### src/rtl/bus_pkg.sv
// ---------------------------------------------------------------------------
// bus_pkg
// Shared definitions for the 8-bit computer bus: default data width, default
// capture FIFO depth and the polarity of the bus load/enable strobes, so the
// bus driver and every bus register agree on what "asserted" means.
// No ports (package).
// ---------------------------------------------------------------------------
package bus_pkg;

  localparam int BUS_WIDTH = 8;
  localparam int CAP_DEPTH = 4;

  // All bus strobes are active-low, 74LS-style.
  localparam logic STROBE_ACTIVE = 1'b0;

  function automatic logic strobe_asserted(input logic strobe_n);
    return strobe_n == STROBE_ACTIVE;
  endfunction

endpackage

### src/rtl/bus_load_register_if.sv
// ---------------------------------------------------------------------------
// bus_load_register_if
// Groups the bus-side and capture-side signals of bus_load_register.
//   bus_in       bus value to be loaded
//   ld_n         active-low load strobe
//   out          holding register contents
//   cap_data     capture FIFO head entry (valid while cap_valid)
//   cap_valid    capture FIFO non-empty
//   cap_ready    consumer accepts the head this cycle
//   cap_overflow sticky: a load was dropped because the FIFO was full
//   cap_count    current capture FIFO occupancy
// Modports: master (bus/monitor side driving the register), slave (register).
// ---------------------------------------------------------------------------
interface bus_load_register_if
  import bus_pkg::*;
#(
  parameter int WIDTH = BUS_WIDTH,
  parameter int DEPTH = CAP_DEPTH
);

  logic [WIDTH-1:0]        bus_in;
  logic                    ld_n;
  logic [WIDTH-1:0]        out;
  logic [WIDTH-1:0]        cap_data;
  logic                    cap_valid;
  logic                    cap_ready;
  logic                    cap_overflow;
  logic [$clog2(DEPTH):0]  cap_count;

  modport master (
    output bus_in, ld_n, cap_ready,
    input  out, cap_data, cap_valid, cap_overflow, cap_count
  );

  modport slave (
    input  bus_in, ld_n, cap_ready,
    output out, cap_data, cap_valid, cap_overflow, cap_count
  );

endinterface

### src/rtl/bus_capture_fifo.sv
// ---------------------------------------------------------------------------
// bus_capture_fifo
// Small synchronous FIFO with a registered head output, used as a debug tap
// on bus traffic. A push into a full FIFO is accepted only if a pop happens in
// the same cycle; a pop on an empty FIFO is ignored.
//   clk, rst_n   clock, asynchronous active-low reset
//   push         write push_data at the tail this cycle
//   push_data    data to write
//   pop          remove the head entry this cycle
//   head_data    registered head entry (meaningful while !empty)
//   full, empty  occupancy flags derived from count
//   count        occupancy, 0..DEPTH
// DEPTH must be a power of 2 and at least 2 (pointers wrap naturally).
// ---------------------------------------------------------------------------
module bus_capture_fifo
  import bus_pkg::*;
#(
  parameter int WIDTH = BUS_WIDTH,
  parameter int DEPTH = CAP_DEPTH
) (
  input  logic                   clk,
  input  logic                   rst_n,
  input  logic                   push,
  input  logic [WIDTH-1:0]       push_data,
  input  logic                   pop,
  output logic [WIDTH-1:0]       head_data,
  output logic                   full,
  output logic                   empty,
  output logic [$clog2(DEPTH):0] count
);

  localparam int AW = $clog2(DEPTH);
  localparam int CW = AW + 1;

  logic [WIDTH-1:0] mem [DEPTH];
  logic [AW-1:0]    wr_ptr;
  logic [AW-1:0]    rd_ptr;
  logic [AW-1:0]    rd_ptr_next;
  logic [CW-1:0]    count_next;
  logic [WIDTH-1:0] head_next;
  logic             push_ok;
  logic             pop_ok;

  assign full  = (count == CW'(DEPTH));
  assign empty = (count == '0);

  // Accept/refuse decisions and the next head value. A pop frees the slot a
  // same-cycle push needs, so a full FIFO still takes the push. The head
  // register is loaded straight from push_data when the new entry becomes
  // the head (FIFO empty, or its only entry is leaving), otherwise from
  // storage at the advanced read pointer.
  always_comb begin
    push_ok     = push && (!full || pop);
    pop_ok      = pop && !empty;
    rd_ptr_next = pop_ok ? rd_ptr + 1'b1 : rd_ptr;

    count_next = count;
    if (push_ok && !pop_ok) begin
      count_next = count + CW'(1);
    end else if (!push_ok && pop_ok) begin
      count_next = count - CW'(1);
    end

    head_next = head_data;
    if (push_ok && (empty || (pop_ok && count == CW'(1)))) begin
      head_next = push_data;
    end else if (pop_ok) begin
      head_next = mem[rd_ptr_next];
    end
  end

  always_ff @(posedge clk or negedge rst_n) begin
    if (!rst_n) begin
      wr_ptr    <= '0;
      rd_ptr    <= '0;
      count     <= '0;
      head_data <= '0;
      for (int i = 0; i < DEPTH; i++) begin
        mem[i] <= '0;
      end
    end else begin
      if (push_ok) begin
        mem[wr_ptr] <= push_data;
        wr_ptr      <= wr_ptr + 1'b1;
      end
      rd_ptr    <= rd_ptr_next;
      count     <= count_next;
      head_data <= head_next;
    end
  end

endmodule

### src/rtl/bus_load_register.sv
// ---------------------------------------------------------------------------
// bus_load_register
// Receive side of the shared bus: a 74LS173-style holding register loaded
// from the bus while the active-low load strobe is asserted at a clock edge.
// Every accepted load is also pushed into a capture FIFO that a debug
// monitor drains through a valid/ready handshake; loads that find the FIFO
// full are dropped from the capture (the register still updates) and set a
// sticky overflow flag.
//   clk    system clock, rising edge
//   rst_n  asynchronous active-low reset
//   bus    bus_load_register_if.slave: bus_in, ld_n, out, cap_data,
//          cap_valid, cap_ready, cap_overflow, cap_count
// Build option BUS_LOAD_EDGE_EN: when defined, only the first cycle of a
// multi-cycle ld_n strobe counts as a load; otherwise every low cycle does.
// ---------------------------------------------------------------------------
module bus_load_register
  import bus_pkg::*;
#(
  parameter int WIDTH = BUS_WIDTH,
  parameter int DEPTH = CAP_DEPTH
) (
  input logic                 clk,
  input logic                 rst_n,
  bus_load_register_if.slave  bus
);

  logic [WIDTH-1:0] out_q;
  logic             overflow_q;
  logic             load_event;
  logic             fifo_full;
  logic             fifo_empty;

`ifdef BUS_LOAD_EDGE_EN
  // Previous-edge strobe sample; resetting it to idle makes a strobe that is
  // already low at reset release count as a fresh load.
  logic ld_n_q;

  always_ff @(posedge clk or negedge rst_n) begin
    if (!rst_n) begin
      ld_n_q <= ~STROBE_ACTIVE;
    end else begin
      ld_n_q <= bus.ld_n;
    end
  end

  assign load_event = strobe_asserted(bus.ld_n) && !strobe_asserted(ld_n_q);
`else
  assign load_event = strobe_asserted(bus.ld_n);
`endif

  // Holding register and sticky overflow. A load is dropped from the capture
  // only when the FIFO is full and nothing is popped in the same cycle.
  always_ff @(posedge clk or negedge rst_n) begin
    if (!rst_n) begin
      out_q      <= '0;
      overflow_q <= 1'b0;
    end else begin
      if (load_event) begin
        out_q <= bus.bus_in;
      end
      if (load_event && fifo_full && !bus.cap_ready) begin
        overflow_q <= 1'b1;
      end
    end
  end

  bus_capture_fifo #(
    .WIDTH (WIDTH),
    .DEPTH (DEPTH)
  ) u_capture_fifo (
    .clk       (clk),
    .rst_n     (rst_n),
    .push      (load_event),
    .push_data (bus.bus_in),
    .pop       (bus.cap_ready),
    .head_data (bus.cap_data),
    .full      (fifo_full),
    .empty     (fifo_empty),
    .count     (bus.cap_count)
  );

  assign bus.out          = out_q;
  assign bus.cap_valid    = !fifo_empty;
  assign bus.cap_overflow = overflow_q;

endmodule

### src/flat_wrapper.sv
// flat-port wrapper written by rule: the top's interface ports become plain ports
module bus_load_register_flat import bus_pkg::*;
#(
  parameter int WIDTH = BUS_WIDTH,
  parameter int DEPTH = CAP_DEPTH
)
  (clk, rst_n, bus_bus_in, bus_ld_n, bus_cap_ready, bus_out, bus_cap_data, bus_cap_valid, bus_cap_overflow, bus_cap_count);
  bus_load_register_if #(.WIDTH(WIDTH), .DEPTH(DEPTH)) bus_i ();
  input logic clk;
  input logic rst_n;
  input wire logic [$bits(bus_i.bus_in)-1:0] bus_bus_in;
  input wire logic [$bits(bus_i.ld_n)-1:0] bus_ld_n;
  input wire logic [$bits(bus_i.cap_ready)-1:0] bus_cap_ready;
  output wire logic [$bits(bus_i.out)-1:0] bus_out;
  output wire logic [$bits(bus_i.cap_data)-1:0] bus_cap_data;
  output wire logic [$bits(bus_i.cap_valid)-1:0] bus_cap_valid;
  output wire logic [$bits(bus_i.cap_overflow)-1:0] bus_cap_overflow;
  output wire logic [$bits(bus_i.cap_count)-1:0] bus_cap_count;
  assign bus_i.bus_in = bus_bus_in;
  assign bus_i.ld_n = bus_ld_n;
  assign bus_i.cap_ready = bus_cap_ready;
  assign bus_out = bus_i.out;
  assign bus_cap_data = bus_i.cap_data;
  assign bus_cap_valid = bus_i.cap_valid;
  assign bus_cap_overflow = bus_i.cap_overflow;
  assign bus_cap_count = bus_i.cap_count;
  bus_load_register #(.WIDTH(WIDTH), .DEPTH(DEPTH)) u_core (.clk(clk), .rst_n(rst_n), .bus(bus_i));
endmodule
### config.mk
export PLATFORM = sky130hd
export DESIGN_NAME = bus_load_register_flat
export DESIGN_NICKNAME = d
export VERILOG_FILES = /design/src/rtl/bus_pkg.sv /design/src/rtl/bus_load_register_if.sv /design/src/rtl/bus_capture_fifo.sv /design/src/rtl/bus_load_register.sv /design/src/flat_wrapper.sv
export SDC_FILE = /design/constraint.sdc
export NUM_CORES = 1
export LEC_CHECK = 0
export ABC_AREA = 1
export BUFFER_PORTS_ARGS = -buffer_cell sky130_fd_sc_hd__buf_2
export CAP_MARGIN = 20
export CORE_MARGIN = 2
export CORE_UTILIZATION = 50
export CTS_CLUSTER_SIZE = 10
export DETAILED_ROUTE_END_ITERATION = 10
export PLACE_DENSITY = 0.77
export SLEW_MARGIN = 20
export SYNTH_ARGS = -nofsm -noshare
export SYNTH_HDL_FRONTEND = slang
export SYNTH_SLANG_ARGS = --single-unit
### constraint.sdc
create_clock -name clk -period 2.74 [get_ports clk]
set_input_delay 0.411 -clock clk [delete_from_list [all_inputs] [get_ports clk]]
set_output_delay 0.411 -clock clk [all_outputs]
set_load 0.01 [all_outputs]
==> load_flow_metrics.sql <==
INSERT INTO impl_metrics (metric_group, metric, value, unit) VALUES
('power', 'internal-power', '2.050', 'mW'),
('sta', 'worst_slew_pin_slew', '0.3849', 'ns'),
('finish', 'post_route_cells_drive_above_1_share', '0.1823', ''),
('routing', 'detailroute.via_count', '2226', ''),
('synth', 'synth-seq-cells', '56', ''),
('clock_tree', 'worstSkewPairLatency', '0.31', 'ns'),
('global_route', 'pin_count_of_the_biggest_net_entering_global_routing', '22', ''),
('finish', 'num-nets-final', '393', ''),
('die', 'floorplan.core_area', '5540', 'sq um'),
('setup_path', 'cp-end-kind', 'register', ''),
('routing', 'vias_per_cell', '5.002', ''),
('sta', 'max-slew-margin-rel', '0.7434', ''),
('sta', 'setup_viol', '0', ''),
('global_route', 'grt_util_all_layers', '0.2043', ''),
('global_route', 'grt_pass1_wl', '10250', 'um'),
('setup_path', 'worst_path_largest_cell_delay', '0.46', 'ns'),
('finish', 'postLayoutCoreUtil', '0.5741', ''),
('setup_path', 'crit_buf_inv', '3', ''),
('sta', 'fin_crit_sh', '0.7793', ''),
('finish', 'diodes', '0', ''),
('setup_path', 'cp_required', '2.94', 'ns'),
('die', 'die_height', '80.13', 'um'),
('setup_path', 'cpMostUsedCell', 'inv_1', ''),
('sta', 'hold_violations', '0', ''),
('global_route', 'global_route_congestion_overflow_total', '0', ''),
('finish', 'multiInputGateArea', '1170', 'sq um'),
('routing', 'route.antenna.remaining_nets', '0', ''),
('routing', 'avgRoutedWirePerCell', '13.12', 'um'),
('clock_tree', 'reg_clk_slew_reported_paths', '0.10', 'ns'),
('power', 'worst_ir_drop_vdd', '479.5', 'uV'),
('place', 'io_buffer_count', '32', ''),
('flow_run', 'number_of_max_capacitance_violations_reported', '0', ''),
('die', 'floorplan.die_area', '6421', 'sq um'),
('place', 'place.detailed.instances', '437', ''),
('global_route', 'antenna_found_initial', '0', ''),
('setup_path', 'cp_slowest_cell', 'dfrtp_1', ''),
('routing', 'initialDrtViolationCount', '142', ''),
('clock_tree', 'clkSinkCount', '56', ''),
('power', 'net-switching-power', '1.541', 'mW'),
('clock_tree', 'cts_tree', 'built', ''),
('clock_tree', 'ctsHoldBuffers', '0', ''),
('power', 'p_comb_frac', '0.462', ''),
('place', 'worst_slack_after_detailed_placement', '0.6594', 'ns'),
('finish', 'final_common_cell', 'nand2_1', ''),
('routing', 'drt-pass1-iter-count', '4', ''),
('clock_tree', 'cts.repair_timing.setup_buffer_count', '0', ''),
('setup_path', 'crit_path_cell_trace', 'inv_1, ha_1, inv_1, nor3_4, nor2_8, ha_1, nor2_1, o21ai_0, xor2_1, inv_1', ''),
('sta', 'fin_worst_setup_slack', '0.6048', 'ns'),
('power', 'power.switching_fraction', '0.4291', ''),
('run_status', 'status', 'finished, final reports clean', ''),
('synth', 'yosys.cell_types.count', '24', ''),
('clock_tree', 'cts-root-to-sink-buffers', '2', ''),
('finish', 'stdcell_count', '445', ''),
('sta', 'period_needed', '2.135', 'ns'),
('sta', 'rsz_0062_raised_after_global_routing', 'false', ''),
('power', 'p_per_area', '1129', 'nW/um^2'),
('global_route', 'grt_pass1_vias', '2163', ''),
('clock_tree', 'cts_max_level', '2', ''),
('setup_path', 'timing_worst_setup_path_type', 'reg -> reg', ''),
('die', 'start_util', '0.5230', ''),
('die', 'ports', '33', ''),
('clock_tree', 'clock_tree.root_cell', 'clkbuf_8', ''),
('clock_tree', 'cts_buffers', '5', ''),
('setup_path', 'critical_path.top_delay_family', 'adder cells', ''),
('routing', 'wirelength', '5840', 'um'),
('setup_path', 'timing.rr.start', 'u_core.u_capture_fifo.count[0]', ''),
('power', 'total_power_consumption_of_the_routed_design', '3.591', 'mW'),
('finish', 'nFillCells', '523', ''),
('power', 'flop_pwr_share', '0.383', ''),
('power', 'power_leakage', '1.716', 'nW'),
('finish', 'most-common-layout-cells', '80 x nand2_1, 60 x inv_1, 56 x dfrtp_1', '');
[metrics by stage]
stage          hold WS (ns)  instance area [sq um]
6_report           0.008413                   3181
5_1_grt             0.02091                   3181
4_1_cts             0.01745                   3181
3_5_place_dp         0.3550                   3065
3_3_place_gp         0.3512                   3065
2_1_floorplan        0.1154                   2898
[cells in the mapped netlist]
master / instances / area (sq um)
xnor2_1: 1 / 8.760
o21ai_1: 40 / 200.2
buf_4: 1 / 7.510
nand4_1: 1 / 6.260
buf_8: 1 / 15.01
nand3_1: 40 / 200.2
inv_1: 60 / 225.2
nand3_4: 1 / 17.52
ha_1: 9 / 112.6
dfrtp_1: 56 / 1401
nand2_4: 8 / 90.09
nor2_1: 3 / 11.26
inv_2: 1 / 3.750
nand2_1: 80 / 300.3
o21ai_0: 11 / 55.05
nand2_2: 13 / 81.33
clkbuf_1: 1 / 3.750
buf_2: 3 / 15.01
xor2_1: 3 / 26.28
a21oi_4: 1 / 16.27
buf_6: 5 / 56.30
nor2_8: 1 / 20.02
nor3_4: 1 / 16.27
o21bai_1: 1 / 7.510
[worst max-delay path by stage]
stage | start | to | cells after the start
floorplan | u_core.u_capture_fifo.count[0] | u_core.u_capture_fifo.count[2] | 10
global placement | u_core.u_capture_fifo.count[0] | u_core.u_capture_fifo.count[2] | 10
detailed placement | u_core.u_capture_fifo.count[0] | u_core.u_capture_fifo.count[2] | 10
CTS | u_core.u_capture_fifo.count[0] | u_core.u_capture_fifo.count[2] | 10
global route | u_core.u_capture_fifo.count[1] | u_core.u_capture_fifo.count[2] | 10
finish | u_core.u_capture_fifo.count[0] | u_core.u_capture_fifo.count[2] | 10
[worst register-to-register path: stages (launching register included)]
cell	delay, ns
dfrtp_1	0.46
inv_1	0.12
ha_1	0.22
inv_1	0.11
nor3_4	0.23
nor2_8	0.10
ha_1	0.37
nor2_1	0.11
o21ai_0	0.10
xor2_1	0.16
inv_1	0.07
[cell families after synthesis]
kind of cell	Yosys count	synth area share
AND/OR/NAND/NOR	148	0.2565
AO/OA/AOI/OAI	53	0.09629
flip-flops	56	0.4836
XOR/XNOR	4	0.01209
buffers and inverters	72	0.1127
adder cells (fa/ha/maj)	9	0.03886
[metal layers]
layer	vias to the layer above	wire [um]	GRT usage
met5	-	0	0
met4	0	21	0.04576
met3	2	271	0.03483
met2	53	2732	0.3250
met1	1045	2814	0.2946
li1	1126	-	-
[power groups by stage]
stage	Clock [mW]	Sequential [mW]	Combinational, mW
2_1_floorplan	0	1.39	1.30
3_3_place_gp	0	1.37	1.60
3_5_place_dp	0	1.39	1.65
4_1_cts	0.568	1.38	1.67
5_1_grt	0.593	1.42	1.90
6_report	0.554	1.38	1.66
[flip-flops by register name, indices dropped and copies added (netlist names)]
name                             count
u_core.bus.cap_overflow              1
u_core.bus.out                       8
u_core.u_capture_fifo.count          3
u_core.u_capture_fifo.head_data      8
u_core.u_capture_fifo.mem           32
u_core.u_capture_fifo.rd_ptr         2
u_core.u_capture_fifo.wr_ptr         2
[cell type report]
class	count	share of cell area
flip-flops and latches	56	0.4406
inverters	61	0.07199
repair buffers	34	0.05507
multi-input cells	214	0.3678
clock buffers	5	0.02164
clock inverters	3	0.01456
well taps	72	0.02832
Note: power is estimated with default switching activity, not from simulation.
